[src/rtl/pipe_stage_reg_if.sv]
// Valid/ready stream bundle for one side of a pipeline-stage register.
// The producer side uses the master modport, the consumer side uses slave.
interface pipe_stage_reg_if #(
    parameter int unsigned WIDTH = 32'd32
);
    logic             valid;
    logic             ready;
    logic [WIDTH-1:0] data;

    modport master (output valid, output data, input ready);
    modport slave  (input valid, input data, output ready);
endinterface

[src/rtl/pipe_stage_reg.sv]
// Pipeline-stage register between core stages: bypass, half-rate latch or
// two-entry skid buffer, with synchronous flush for redirects.
module pipe_stage_reg #(
    parameter int unsigned WIDTH = 32'd32,
    parameter int unsigned MODE  = 32'd1
) (
    input  logic                    clk,
    input  logic                    rst,
    input  logic                    flush,
    pipe_stage_reg_if.slave         s,
    pipe_stage_reg_if.master        m,
    output logic [1:0]              occupancy
);

    typedef enum logic [1:0] {
        ST_EMPTY = 2'b00,
        ST_ONE   = 2'b01,
        ST_TWO   = 2'b10
    } state_e;

    if (MODE == 32'd0) begin : g_bypass
        logic unused_s;

        assign unused_s  = clk ^ rst;
        assign m.valid   = s.valid & ~flush;
        assign s.ready   = m.ready | flush;
        assign m.data    = s.data;
        assign occupancy = 2'd0;
    end else begin : g_buffered
        state_e           state_q, state_d;
        logic [WIDTH-1:0] main_q, main_d;
        logic [WIDTH-1:0] skid_q, skid_d;
        logic             s_ready_q, s_ready_d;
        logic             m_valid_q, m_valid_d;
        logic [1:0]       occ_q, occ_d;
        logic             in_fire_s;
        logic             out_fire_s;

        assign in_fire_s  = s.valid & s_ready_q;
        assign out_fire_s = m_valid_q & m.ready;

        // Next-state and data-path selection; flush overrides any handshake.
        // The half-rate latch never accepts while ONE, so it shares this table.
        always_comb begin
            state_d = state_q;
            main_d  = main_q;
            skid_d  = skid_q;
            if (flush) begin
                state_d = ST_EMPTY;
            end else begin
                case (state_q)
                    ST_EMPTY: begin
                        if (in_fire_s) begin
                            main_d  = s.data;
                            state_d = ST_ONE;
                        end else begin
                            state_d = ST_EMPTY;
                        end
                    end
                    ST_ONE: begin
                        case ({in_fire_s, out_fire_s})
                            2'b11:   main_d = s.data;
                            2'b10: begin
                                skid_d  = s.data;
                                state_d = ST_TWO;
                            end
                            2'b01:   state_d = ST_EMPTY;
                            default: state_d = ST_ONE;
                        endcase
                    end
                    ST_TWO: begin
                        if (MODE == 32'd1) begin
                            state_d = ST_EMPTY;
                        end else if (out_fire_s) begin
                            main_d  = skid_q;
                            state_d = ST_ONE;
                        end else begin
                            state_d = ST_TWO;
                        end
                    end
                    default: state_d = ST_EMPTY;
                endcase
            end
        end

        // Handshake flags and occupancy are precomputed so the outputs come
        // straight from flops (no m_ready -> s_ready combinational path).
        always_comb begin
            case (state_d)
                ST_ONE: begin
                    s_ready_d = (MODE != 32'd1);
                    m_valid_d = 1'b1;
                    occ_d     = 2'd1;
                end
                ST_TWO: begin
                    s_ready_d = 1'b0;
                    m_valid_d = 1'b1;
                    occ_d     = 2'd2;
                end
                default: begin
                    s_ready_d = 1'b1;
                    m_valid_d = 1'b0;
                    occ_d     = 2'd0;
                end
            endcase
        end

        // State and payload registers with synchronous reset.
        always_ff @(posedge clk) begin
            if (rst) begin
                state_q   <= ST_EMPTY;
                main_q    <= {WIDTH{1'b0}};
                skid_q    <= {WIDTH{1'b0}};
                s_ready_q <= 1'b1;
                m_valid_q <= 1'b0;
                occ_q     <= 2'd0;
            end else begin
                state_q   <= state_d;
                main_q    <= main_d;
                skid_q    <= skid_d;
                s_ready_q <= s_ready_d;
                m_valid_q <= m_valid_d;
                occ_q     <= occ_d;
            end
        end

        assign s.ready   = s_ready_q;
        assign m.valid   = m_valid_q;
        assign m.data    = main_q;
        assign occupancy = occ_q;
    end

endmodule

[src/flat_wrapper.sv]
// flat-port wrapper written by rule: the top's interface ports become plain ports
module pipe_stage_reg_flat 
#(
    parameter int unsigned WIDTH = 32'd32,
    parameter int unsigned MODE  = 32'd1
)
  (clk, rst, flush, occupancy, s_valid, s_data, s_ready, m_valid, m_data, m_ready);
  pipe_stage_reg_if #(.WIDTH(WIDTH)) s_i ();
  pipe_stage_reg_if #(.WIDTH(WIDTH)) m_i ();
  input  logic clk;
  input  logic rst;
  input  logic flush;
  output logic [1:0] occupancy;
  input wire logic [$bits(s_i.valid)-1:0] s_valid;
  input wire logic [$bits(s_i.data)-1:0] s_data;
  output wire logic [$bits(s_i.ready)-1:0] s_ready;
  output wire logic [$bits(m_i.valid)-1:0] m_valid;
  output wire logic [$bits(m_i.data)-1:0] m_data;
  input wire logic [$bits(m_i.ready)-1:0] m_ready;
  assign s_i.valid = s_valid;
  assign s_i.data = s_data;
  assign s_ready = s_i.ready;
  assign m_valid = m_i.valid;
  assign m_data = m_i.data;
  assign m_i.ready = m_ready;
  pipe_stage_reg #(.WIDTH(WIDTH), .MODE(MODE)) u_core (.clk(clk), .rst(rst), .flush(flush), .s(s_i), .m(m_i), .occupancy(occupancy));
endmodule
[config.mk]
export PLATFORM = sky130hd
export DESIGN_NAME = pipe_stage_reg_flat
export DESIGN_NICKNAME = d
export VERILOG_FILES = /design/src/rtl/pipe_stage_reg_if.sv /design/src/rtl/pipe_stage_reg.sv /design/src/flat_wrapper.sv
export SDC_FILE = /design/constraint.sdc
export NUM_CORES = 1
export LEC_CHECK = 0
export BUFFER_PORTS_ARGS = -buffer_cell sky130_fd_sc_hd__buf_2
export CAP_MARGIN = 20
export CORE_MARGIN = 2
export CORE_UTILIZATION = 55
export CTS_CLUSTER_SIZE = 40
export DETAILED_ROUTE_END_ITERATION = 10
export PLACE_DENSITY_LB_ADDON = 0.08
export SLEW_MARGIN = 10
export SYNTH_ARGS = -nofsm -noshare
export SYNTH_HDL_FRONTEND = slang
export SYNTH_SLANG_ARGS = --single-unit
[constraint.sdc]
create_clock -name clk -period 4.15 [get_ports clk]
set_input_delay 0.83 -clock clk [delete_from_list [all_inputs] [get_ports clk]]
set_output_delay 0.83 -clock clk [all_outputs]
set_load 0.01 [all_outputs]
==> results.py <==
metrics = {
    "placement": {
        "dpl.hpwl_um": 3606,
        "port_buffers": 72,
        "finalWeightedCongestion": 0.6781,
        "dpl.cell_count": 382,
    },
    "final_layout": {
        "layout-drive-gt1-share_pct": 27.35,
        "layout_commonest_cell": "buf_2",
        "final_nets": 380,
        "num_antenna_cells": 0,
        "fin_util_pct": 66.80,
        "most-common-layout-cells": "72 x buf_2, 64 x nand3_1, 38 x dfxtp_1, 34 x nand2_1",
        "syn_to_final_growth_pct": 16.27,
        "stdcell_count": 390,
    },
    "logic_synthesis": {
        "yosys.area.top_type_share_pct": 32.86,
        "avgSynthCellArea_sq_um": 8.065,
        "synth.area.top_cells": "dfxtp_1 33%, nand3_1 14%, nor4b_1 10%, a22oi_1 9.7%, nor2b_1 8.1%",
        "ys_seq_area_share_pct": 32.86,
        "syn_area_sq_um": 2315,
        "synth-seq-cells": 38,
        "postSynthCellCount": 287,
        "synth_warnings": 0,
        "ys_types": 23,
        "synth_area_leader_cell": "dfxtp_1",
        "syn_nets": 327,
    },
    "power": {
        "netSwitchingFraction_pct": 28.65,
        "power_frac_clock_pct": 29.5,
        "internal_power_mw": 0.5827,
        "seqPwrFrac_pct": 49.5,
        "leakagePower_nw": 1.170,
        "power_density_nw_per_um2": 303.4,
        "comb_power_share_pct": 21.0,
        "switchingPower_mw": 0.2340,
        "peakVddDrop_mv": 0.1657,
    },
    "grt": {
        "grt_usage_pct": 26.13,
        "grt_remaining_overflow": 0,
        "grt_first_pass_wirelength_um": 9397,
        "grt_start_max_net_pins": 42,
        "grt_pass1_vias": 2011,
        "antenna_found_initial": 0,
    },
    "clocking": {
        "htreeDepth": 2,
        "insertion_delay_ps": 280,
        "cts_buffers": 5,
        "cts_hold_buf": 0,
        "cts_root_buf": "clkbuf_8",
        "post_cts_buffers": 0,
        "cts_tree": "yes",
        "clockBufferDepth": 2,
        "cts_sinks": 38,
        "path_clk_slew_ps": 80,
        "post_cts_resized": 0,
    },
    "detailed_routing": {
        "postRouteAntennaNets": 0,
        "drtIter0Drc": 188,
        "route.detailed.drc": 0,
        "routed_wl_um": 5868,
        "vias": 2282,
        "viasPerCell": 5.851,
        "wire_per_inst_um": 15.05,
        "dr.pass1.iters": 4,
    },
    "sta": {
        "min_period_ps": 2184,
        "fin_crit_sh_pct": 52.63,
        "max_freq_ghz": 0.4578,
        "skew_ps": 5.358,
        "slew_violations": 0,
        "worstMarginPinSlew_ps": 763.9,
        "setup_viol": 0,
        "grt_setup_unrepaired": "false",
        "hold_viol": 0,
        "tns_ps": 0,
        "relSlewSlack_pct": 49.07,
    },
    "floorplanning": {
        "die-area_sq_um": 4744,
        "io_pins": 73,
        "core-area_sq_um": 4029,
        "die_w_um": 68.88,
        "initial_core_util_pct": 57.45,
        "fp.dieH_um": 68.88,
        "placementRows": 23,
    },
    "setup_path": {
        "required_ps": 4320,
        "crit_path_end_kind": "register",
        "start_kind": "primary input",
        "arrival_ps": 2350,
        "worstSetupPathType": "primary input to register",
        "cp_max_fo": 3,
    },
    "run": {
        "cap_violations": 0,
    },
    "outcome": {
        "status": "completed",
    },
    "min_path": {
        "hp-class": "register to register",
    },
}
-- cell type report --
class	count	area, sq um
multi-input combinational	214	1356
fill	383	1338
sequential	38	760.7
timing repair buffer	80	431.7
clock buffer	7	76.32
tap	50	62.56
inverter	1	3.754
-- path summary, 6_finish.rpt --
path	startpoint	to	slack [ps]	depth (start not counted)
max	s_valid	u_core.s.ready	1970	8
min	u_core.m.data[12]	u_core.m.data[12]	620	3
max reg2reg	u_core.s.ready	u_core.s.ready	2290	7
min reg2reg	u_core.m.data[12]	u_core.m.data[12]	620	3
-- sequential cells by signal, indices dropped and copies added, names as in the netlist --
| name | cells |
|---|---|
| u_core.g_buffered.state_q | 2 |
| u_core.m.data | 32 |
| u_core.m.valid | 1 |
| u_core.occupancy | 2 |
| u_core.s.ready | 1 |
-- power groups by stage --
stage	Sequential (mW)	Clock (mW)	Combinational (mW)
floorplan	0.425	0	0.103
detailed placement	0.412	0	0.171
CTS	0.404	0.247	0.172
finish	0.404	0.241	0.171
global placement	0.412	0	0.166
global route	0.408	0.264	0.191
-- cell usage after synthesis --
| library cell | instances |
|---|---|
| buf_4 | 2 |
| o22ai_1 | 1 |
| nor2b_1 | 30 |
| dfxtp_1 | 38 |
| or2_1 | 3 |
| buf_2 | 11 |
| nand2_1 | 34 |
| nand3b_1 | 2 |
| and3b_1 | 1 |
| nor2_1 | 2 |
| nor4b_2 | 5 |
| or2_2 | 1 |
| clkbuf_1 | 15 |
| ha_1 | 3 |
| nand3_1 | 64 |
| inv_1 | 1 |
| buf_6 | 6 |
| nor3_1 | 2 |
| nor4b_1 | 27 |
| a22oi_1 | 30 |
| and2_1 | 3 |
| and2b_1 | 4 |
| a22oi_2 | 2 |
-- cells by family after synthesis --
logic type | count (synthesis) | synth area share, %
adder cells (fa/ha/maj) | 3 | 1.622
AND/OR/NAND/NOR | 178 | 45.89
flip-flops | 38 | 32.86
AO/OA/AOI/OAI | 33 | 11.08
buffers and inverters | 35 | 8.540
-- per-stage QoR --
stage                     setup WS, ps  instance area (sq um)  hold WS [ps]  total power [mW]
after global placement            1689                   2589         594.9            0.5780
after global routing              1839                   2691         645.6            0.8623
after detailed placement          1655                   2600         594.7            0.5828
final                             1966                   2691         615.7            0.8166
after CTS                         1931                   2676         609.7            0.8226
after floorplan                   1797                   2315         529.9            0.5271
-- worst max-delay path: stages --
cell and delay [ps]:
buf_2 110, and2_1 170, ha_1 270, nand2_1 60, o22ai_1 100, or2_1 230, ha_1 290, or2_2 300
-- layer usage --
| metal | vias up | part of all wire (%) | GRT usage, % |
|---|---|---|---|
| met5 | - | 0 | 0 |
| met4 | 0 | 0.48 | 6.863 |
| met3 | 2 | 5.9 | 5.195 |
| met2 | 81 | 47 | 42.31 |
| met1 | 1066 | 46 | 35.58 |
| li1 | 1133 | - | - |
Note: power is estimated with default switching activity, not from simulation.
